`src/rtl/ifu_fetch_if.sv`:
```
// Fetch-stage bus bundle: redirect input, instruction-memory request/response
// port, and the instruction handshake towards decode.
interface ifu_fetch_if;
  // Redirect from branch/jump resolution
  logic        redirect_valid;
  logic [31:0] redirect_pc;
  // Instruction-memory request/response
  logic        mem_req_valid;
  logic        mem_req_ready;
  logic [31:0] mem_req_addr;
  logic        mem_rsp_valid;
  logic [31:0] mem_rsp_data;
  // Decode handshake
  logic        inst_valid;
  logic        inst_ready;
  logic [31:0] inst;
  logic [31:0] inst_pc;
  // Sticky error
  logic        fetch_err;

  // Fetch unit side
  modport master (
    input  redirect_valid, redirect_pc,
    input  mem_req_ready, mem_rsp_valid, mem_rsp_data,
    input  inst_ready,
    output mem_req_valid, mem_req_addr,
    output inst_valid, inst, inst_pc,
    output fetch_err
  );

  // Environment side (memory, decode, branch resolution)
  modport slave (
    output redirect_valid, redirect_pc,
    output mem_req_ready, mem_rsp_valid, mem_rsp_data,
    output inst_ready,
    input  mem_req_valid, mem_req_addr,
    input  inst_valid, inst, inst_pc,
    input  fetch_err
  );
endinterface

```
`src/rtl/ifu_fetch.sv`:
```
// Instruction fetch stage. Owns the PC, issues one blocking word read at a
// time, and holds the fetched instruction for decode. Redirects kill stale
// fetches; a missing response or a misaligned redirect locks the stage in
// ERR until reset.
module ifu_fetch #(
  parameter logic [31:0] RESET_PC = 32'h8000_0000,
  parameter int unsigned TIMEOUT  = 255
) (
  input  logic        clk,
  input  logic        rst,
  ifu_fetch_if.master bus
);

  localparam logic [2:0] S_IDLE = 3'd0;
  localparam logic [2:0] S_REQ  = 3'd1;
  localparam logic [2:0] S_WAIT = 3'd2;
  localparam logic [2:0] S_HOLD = 3'd3;
  localparam logic [2:0] S_ERR  = 3'd4;

  localparam logic [7:0] TIMEOUT_L = 8'(TIMEOUT);

  logic [2:0]  state;
  logic [31:0] pc;
  logic        drop;      // response of the outstanding request is stale
  logic [7:0]  tcnt;
  logic [31:0] inst_r;
  logic [31:0] inst_pc_r;

  logic        misaligned;
  logic [7:0]  tcnt_inc;

  assign misaligned = bus.redirect_valid && (bus.redirect_pc[1:0] != 2'b00);
  assign tcnt_inc   = tcnt + 8'd1;

  // Outputs are decoded purely from registered state so decode and memory
  // never see a combinational path from their own inputs.
  assign bus.mem_req_valid = (state == S_REQ);
  assign bus.mem_req_addr  = pc;
  assign bus.inst_valid    = (state == S_HOLD);
  assign bus.inst          = inst_r;
  assign bus.inst_pc       = inst_pc_r;
  assign bus.fetch_err     = (state == S_ERR);

  // Fetch FSM, PC, kill flag, timeout counter and instruction holding register
  always_ff @(posedge clk) begin
    // NOTE: non-blocking assignments keep every register reading the
    // pre-edge values of its neighbours, so statement order does not matter.
    if (rst) begin
      state     <= S_IDLE;
      pc        <= RESET_PC;
      drop      <= 1'b0;
      tcnt      <= 8'd0;
      inst_r    <= 32'd0;
      inst_pc_r <= RESET_PC;
    end else if (state != S_ERR && misaligned) begin
      // Misaligned target is fatal; the PC keeps its last legal value.
      state <= S_ERR;
    end else begin
      case (state)
        S_IDLE: state <= S_REQ;

        S_REQ: begin
          if (bus.redirect_valid) pc <= bus.redirect_pc;
          if (bus.mem_req_ready) begin
            // A redirect on the accept cycle makes the in-flight read stale.
            state <= S_WAIT;
            tcnt  <= 8'd0;
            drop  <= bus.redirect_valid;
          end
        end

        S_WAIT: begin
          if (bus.mem_rsp_valid) begin
            drop <= 1'b0;
            if (bus.redirect_valid) begin
              pc    <= bus.redirect_pc;
              state <= S_REQ;
            end else if (drop) begin
              state <= S_REQ;
            end else begin
              inst_r    <= bus.mem_rsp_data;
              inst_pc_r <= pc;
              state     <= S_HOLD;
            end
          end else begin
            tcnt <= tcnt_inc;
            if (bus.redirect_valid) begin
              pc   <= bus.redirect_pc;
              drop <= 1'b1;
            end
            if (tcnt_inc == TIMEOUT_L) state <= S_ERR;
          end
        end

        S_HOLD: begin
          // Redirect wins over consumption: the held instruction is wrong-path.
          if (bus.redirect_valid) begin
            pc    <= bus.redirect_pc;
            state <= S_REQ;
          end else if (bus.inst_ready) begin
            pc    <= pc + 32'd4;
            state <= S_REQ;
          end
        end

        S_ERR:   state <= S_ERR;
        default: state <= S_ERR;
      endcase
    end
  end

endmodule
```
`src/flat_wrapper.sv`:
```
// flat-port wrapper written by rule: the top's interface ports become plain ports
module ifu_fetch_flat 
#(
  parameter logic [31:0] RESET_PC = 32'h8000_0000,
  parameter int unsigned TIMEOUT  = 255
)
  (clk, rst, bus_redirect_valid, bus_redirect_pc, bus_mem_req_ready, bus_mem_rsp_valid, bus_mem_rsp_data, bus_inst_ready, bus_mem_req_valid, bus_mem_req_addr, bus_inst_valid, bus_inst, bus_inst_pc, bus_fetch_err);
  ifu_fetch_if bus_i ();
  input  logic clk;
  input  logic rst;
  input wire logic [$bits(bus_i.redirect_valid)-1:0] bus_redirect_valid;
  input wire logic [$bits(bus_i.redirect_pc)-1:0] bus_redirect_pc;
  input wire logic [$bits(bus_i.mem_req_ready)-1:0] bus_mem_req_ready;
  input wire logic [$bits(bus_i.mem_rsp_valid)-1:0] bus_mem_rsp_valid;
  input wire logic [$bits(bus_i.mem_rsp_data)-1:0] bus_mem_rsp_data;
  input wire logic [$bits(bus_i.inst_ready)-1:0] bus_inst_ready;
  output wire logic [$bits(bus_i.mem_req_valid)-1:0] bus_mem_req_valid;
  output wire logic [$bits(bus_i.mem_req_addr)-1:0] bus_mem_req_addr;
  output wire logic [$bits(bus_i.inst_valid)-1:0] bus_inst_valid;
  output wire logic [$bits(bus_i.inst)-1:0] bus_inst;
  output wire logic [$bits(bus_i.inst_pc)-1:0] bus_inst_pc;
  output wire logic [$bits(bus_i.fetch_err)-1:0] bus_fetch_err;
  assign bus_i.redirect_valid = bus_redirect_valid;
  assign bus_i.redirect_pc = bus_redirect_pc;
  assign bus_i.mem_req_ready = bus_mem_req_ready;
  assign bus_i.mem_rsp_valid = bus_mem_rsp_valid;
  assign bus_i.mem_rsp_data = bus_mem_rsp_data;
  assign bus_i.inst_ready = bus_inst_ready;
  assign bus_mem_req_valid = bus_i.mem_req_valid;
  assign bus_mem_req_addr = bus_i.mem_req_addr;
  assign bus_inst_valid = bus_i.inst_valid;
  assign bus_inst = bus_i.inst;
  assign bus_inst_pc = bus_i.inst_pc;
  assign bus_fetch_err = bus_i.fetch_err;
  ifu_fetch #(.RESET_PC(RESET_PC), .TIMEOUT(TIMEOUT)) u_core (.clk(clk), .rst(rst), .bus(bus_i));
endmodule
```
`config.mk`:
```
export PLATFORM = sky130hd
export DESIGN_NAME = ifu_fetch_flat
export DESIGN_NICKNAME = d
export VERILOG_FILES = /design/src/rtl/ifu_fetch_if.sv /design/src/rtl/ifu_fetch.sv /design/src/flat_wrapper.sv
export SDC_FILE = /design/constraint.sdc
export NUM_CORES = 1
export LEC_CHECK = 0
export BUFFER_PORTS_ARGS = -buffer_cell sky130_fd_sc_hd__buf_2
export CORE_UTILIZATION = 50
export CTS_CLUSTER_SIZE = 30
export DETAILED_ROUTE_END_ITERATION = 7
export HOLD_SLACK_MARGIN = 0.02
export PLACE_DENSITY = 0.76
export SYNTH_ARGS = -nofsm -noshare
export SYNTH_HDL_FRONTEND = slang
export SYNTH_SLANG_ARGS = --single-unit
```
`constraint.sdc`:
```
create_clock -name clk -period 3.7 [get_ports clk]
set_input_delay 0.185 -clock clk [delete_from_list [all_inputs] [get_ports clk]]
set_output_delay 0.185 -clock clk [all_outputs]
set_load 0.03 [all_outputs]
```
# --- Word level (Yosys, flattened, before mapping) ---
# Index checks and enable logic that the tools add are counted.
classes:
  n_addsub: 2
  n_eq_ne: 15
  muxes: 20
  bitwise_logic: 3
  reduce_logical: 14
op_table:
  columns: ["op", "n"]
  rows:
  - ["$mux 32", 3]
  - ["$pmux 32 s2", 1]
  - ["$add 32x3->32 const B", 1]
  - ["$mux 3", 7]
  - ["$mux 8", 2]
  - ["$pmux 8 s2", 1]
  - ["$pmux 3 s4", 1]
  - ["$reduce_and 4->1", 3]
  - ["$ne 3x3->1 const B", 3]
  - ["$add 8x1->8 const B", 1]
  - ["$eq 8x8->1 const B", 1]
  - ["$eq 3x2->1 const B", 2]
  - ["$ne 3x2->1 const B", 2]
  - ["$reduce_and 3->1", 2]
  - ["$reduce_bool 2->1", 3]
  - ["$reduce_and 5->1", 1]
  - ["$ne 2x2->1 const B", 2]
  - ["$ne 4x2->1 const B", 1]
  - ["$ne 4x3->1 const B", 1]
  - ["$reduce_or 2->1", 2]
  - ["$eq 3x1->1 const B", 1]
  - ["$eq 3x3->1 const B", 1]
  - ["$logic_not 3->1", 1]
  - ["$mux 1", 3]
  - ["5 further kinds", 8]
word_totals:
  register_bits: 108
  in_bits: 70
  out_inout_bits: 99
  word_cells: 61

# --- Logic depth before layout (Yosys ltp) ---
logic_depth:
  word_depth: 6
  depth_mapped: 8
  depth_no_buf: 6

# --- Least setup slack after synthesis ---
# No wires, ideal clock.
synth_path:
  kind: "register to register"
  from: "register u_core.pc[2] (netlist: u_core.bus.mem_req_addr[2])"
  to: "register u_core.pc[30] (netlist: u_core.bus.mem_req_addr[30])"
  setup_ps: 77
  arrival_ps: 1989
  required_time_ps: 3623
  setup_slack_ps: 1634
  stages_incl_launch_ff: 7
  path_buffers: 0
  period_less_slack_ps: 2066
  cell_sequence: "dfxtp_1 > ha_1 > nand2_1 > nor2_1 > nand4_2 > or4_4 > a41oi_2"
synth_between:
  elab_chain_cells: 4
synth_lines:
  columns: ["item", "line_no", "text"]
  rows:
  - ["from (decl)", "ifu_fetch.sv:23", "logic [31:0] pc;"]
  - ["from (signal assigned)", "ifu_fetch.sv:63", "if (bus.redirect_valid) pc <= bus.redirect_pc;"]
  - ["from (signal assigned)", "ifu_fetch.sv:76", "pc <= bus.redirect_pc;"]
  - ["from (signal assigned)", "ifu_fetch.sv:88", "pc <= bus.redirect_pc;"]
  - ["$add 32x3->32", "ifu_fetch.sv:101", "pc <= pc + 32'd4;"]
  - ["$mux 32", "ifu_fetch.sv:100", "end else if (bus.inst_ready) begin"]
  - ["$mux 32", "ifu_fetch.sv:97", "if (bus.redirect_valid) begin"]
  - ["$pmux 32 s2", "ifu_fetch.sv:59", "case (state)"]
# No other way between the ends. The select of a mux whose other input is x is not followed.
# A chain may end at the register's enable or synchronous reset.

# --- Final worst setup path ---
layout_path:
  from: "register u_core.state[1]"
  to: "register u_core.pc[13] (netlist: u_core.bus.mem_req_addr[13])"
layout_between:
  elab_chain_cells: 4
  word_cells_on_any_way: 12
  cone_classes: "eq/ne (6); mux (1); bitwise (1); reduce/logical (4)"
layout_lines:
  columns: ["item", "line_no", "text"]
  rows:
  - ["from (decl)", "ifu_fetch.sv:22", "logic [2:0] state;"]
  - ["from (signal assigned)", "ifu_fetch.sv:49", "state <= S_IDLE;"]
  - ["from (signal assigned)", "ifu_fetch.sv:57", "state <= S_ERR;"]
  - ["from (signal assigned)", "ifu_fetch.sv:60", "S_IDLE: state <= S_REQ;"]
  - ["$eq 3x1->1, or another cell as far along", "ifu_fetch.sv:59", null]
  - ["$reduce_or 2->1 (no source line) or $logic_and 1x1->1 (tied branches)", null, null]
  - ["$ne 2x1->1 (no source line), or another cell as far along", null, null]
  - ["$reduce_and 4->1 (no source line)", null, null]
# Parallel ways exist; a longest one is shown, timed or not.

==> flow_metrics.env <==
export IMPL_status="finished, final reports clean"
export IMPL_whs_ps=39.2
export IMPL_cp_required_ps=3970
export IMPL_nNetsFinal=869
export IMPL_worstSetupEndpoint="u_core.bus.mem_req_addr[13]"
export IMPL_holdPathStages=3
export IMPL_htreeDepth=3
export IMPL_worst_setup_path_end_kind="flop"
export IMPL_yosys_area_top_type_share_pct=43.0
export IMPL_cts_sinks=108
export IMPL_cts_resized_gates=0
export IMPL_ys_types=62
export IMPL_worstRegToRegCells=4
export IMPL_cts_hold_buf=0
export IMPL_dp_hpwl_um=9450
export IMPL_startpoint_type="flop"
export IMPL_root_buffer="clkbuf_8"
export IMPL_dpl_cell_area_um2=5910
export IMPL_stdcell_count=934
export IMPL_hold_viol=0
export IMPL_place_gp_congestion=0.932
export IMPL_seq_area_frac_synth_pct=43.0
export IMPL_netlist_top_cell_by_area="dfxtp_1"
export IMPL_drtIter0Drc=253
export IMPL_power_total_mw=2.17
export IMPL_clkPwrFrac_pct=34.9
export IMPL_port_buffers=168
export IMPL_power_internal_mw=1.58
export IMPL_grt_overflow_total=0
export IMPL_grt_pass1_wl_um=20900
export IMPL_synth_edf_count=0
export IMPL_die_w_um=102
export IMPL_die_y_um=102
export IMPL_placementRows=36
export IMPL_path_max_fanout=35
export IMPL_via_per_inst=5.66
export IMPL_syn_to_final_growth_pct=21.7
export IMPL_synth_area_leaders="dfxtp_1 43%, nand2_1 13%, a21oi_1 9.7%"
export IMPL_leakagePower_nw=2.56
export IMPL_slew_headroom_pct=20.5
export IMPL_r2r_start="u_core.state[1]"
export IMPL_grt_total_usage_pct=25.3
export IMPL_r2r_slack_ps=1320
export IMPL_ir_drop_uv=218
export IMPL_drtPass1Iterations=5
export IMPL_dieArea_um2=10500
export IMPL_async_reset_ff_share_pct=0
export IMPL_clock_path_buffers=2
export IMPL_cap_violations=0
export IMPL_clk_pin_slew_ps=110
export IMPL_cts_tree="built"
export IMPL_nFillCells=919
export IMPL_core_area_um2=9770
export IMPL_fin_ws_ps=1320
export IMPL_grt_max_degree=68
export IMPL_fin_crit_sh_pct=64.2
export IMPL_hold_path_class="primary input to flop"
export IMPL_synthCells=662
export IMPL_pwr_share_seq_pct=55.8
export IMPL_syn_area_um2=5020
export IMPL_r2r_end="u_core.bus.mem_req_addr[13]"
export IMPL_layout_commonest_cell="nand2_1"
export IMPL_vias=5284
export IMPL_rsz0062_at_grt="no"
export IMPL_worstSkewPairLatency_ps=370
export IMPL_netSwitchingFraction_pct=27.3
export IMPL_final_util_pct=62.5
export IMPL_cts_setup_buffers=0
export IMPL_ys_ff_latch=108
export IMPL_crit_start="u_core.state[1]"
export IMPL_postRouteAntennaNets=0
export IMPL_tns_ps=0
export IMPL_fin_crit_ps=2380
export IMPL_final_cell_mix="174 x nand2_1, 167 x buf_2, 108 x dfxtp_1"
export IMPL_slew_viol_final=0
export IMPL_p_per_area_nw_per_um2=355
export IMPL_setup_viol=0
export IMPL_numCtsBuffers=9
export IMPL_wire_per_inst_um=14.7
export IMPL_place_inst=918
export IMPL_synth_main_ff_cell="dfxtp_1"
export IMPL_design_area_um2=6110
export IMPL_num_io_pins=169
export IMPL_synth_fp_nets=735
export IMPL_crit_arrival_ps=2650
export IMPL_antenna_found_initial=0
export IMPL_tightestPinTransition_ps=1190
export IMPL_grt_pass1_vias=4492
export IMPL_combPwrFrac_pct=9.3
export IMPL_drcViolationCount=0
export IMPL_worstSetupPathType="flop to flop"
export IMPL_n_antenna_cell=0
export IMPL_finClkSkew_ps=17.0
export IMPL_drive_above_1_share_pct=26.0
export IMPL_clock_fmax_ghz=0.421
export IMPL_yosys_warnings=0
export IMPL_p_sw_uw=592
export IMPL_wl_um=13700
export IMPL_start_util_pct=51.4
export IMPL_pre_cts_slack_ps=1360
export IMPL_syn_area_per_cell_um2=7.59
-- cells by family after synthesis --
kind of cell               count (synthesis)  synth area share, %
adders and majority gates                  3                0.747
muxes                                      2                0.399
xor gates and xnor gates                   1                0.174
and+or+nand+nor                          310                 29.5
AOI/OAI and AO/OA                        186                 22.1
buffers and inverters                     52                 4.03
DFF                                      108                 43.0
-- cell usage after synthesis (all sizes together), types with 3 or more instances --
master,count
nand2,175
dfxtp,108
a21oi,97
clkbuf,36
o21ai,33
nor2,31
nand3,22
and3,15
buf,13
nand4,13
and2,10
nor4,9
a31oi,8
a21o,7
nor3,7
or3,7
a211oi,4
a32o,4
a22o,3
a22oi,3
a31o,3
ha,3
inv,3
nor2b,3
nor3b,3
o31a,3
o31ai,3
-- cell type report --
type / count / area [um2] / share of cell area [%]
multi-input cells: 502 / 2690 / 44.1
flip-flops and latches: 108 / 2160 / 35.4
inverters: 3 / 11.3 / 0.184
repair buffers: 172 / 873 / 14.3
well taps: 133 / 166 / 2.72
clock inverters: 7 / 81.3 / 1.33
clock buffers: 9 / 124 / 2.03
-- how the worst min path moves through the flow --
stage                                    start             endpoint  slack, ps
after floorplan            bus_mem_rsp_data[0]   u_core.bus.inst[0]        320
after global placement    bus_mem_rsp_data[29]  u_core.bus.inst[29]        430
after detailed placement   bus_mem_rsp_data[8]   u_core.bus.inst[8]        440
after CTS                  bus_mem_rsp_data[8]   u_core.bus.inst[8]         30
after global routing      bus_mem_rsp_data[13]  u_core.bus.inst[13]         20
final                      bus_mem_rsp_data[8]   u_core.bus.inst[8]         40
-- critical path, cell delays in order (launching register included) --
cell	delay, ps
dfxtp_1	600
o21a_1	240
o211a_1	870
o21ai_0	240
a32o_1	320
-- power by group through the flow --
stage	sequential [mW]	clock (mW)	combinational, mW
global route	1.22	0.822	0.219
floorplan	1.26	0	0.0959
CTS	1.21	0.774	0.201
global placement	1.24	0	0.196
detailed placement	1.24	0	0.200
finish	1.21	0.758	0.202
-- sequential cells by signal, indices dropped and copies added (netlist names) --
| signal | cells |
|---|---|
| u_core.bus.inst | 32 |
| u_core.bus.inst_pc | 32 |
| u_core.bus.mem_req_addr | 32 |
| u_core.tcnt | 8 |
| u_core.state | 3 |
| u_core.drop | 1 |
-- layer usage --
metal / vias up / part of all wire (%) / global-route usage (%)
met5: - / 0 / 0
met3: 23 / 8.5 / 6.70
li1: 2589 / - / -
met2: 237 / 46 / 42.0
met4: 0 / 2.0 / 8.68
met1: 2435 / 44 / 31.6
No activity file was read; power rests on OpenSTA's default activity.
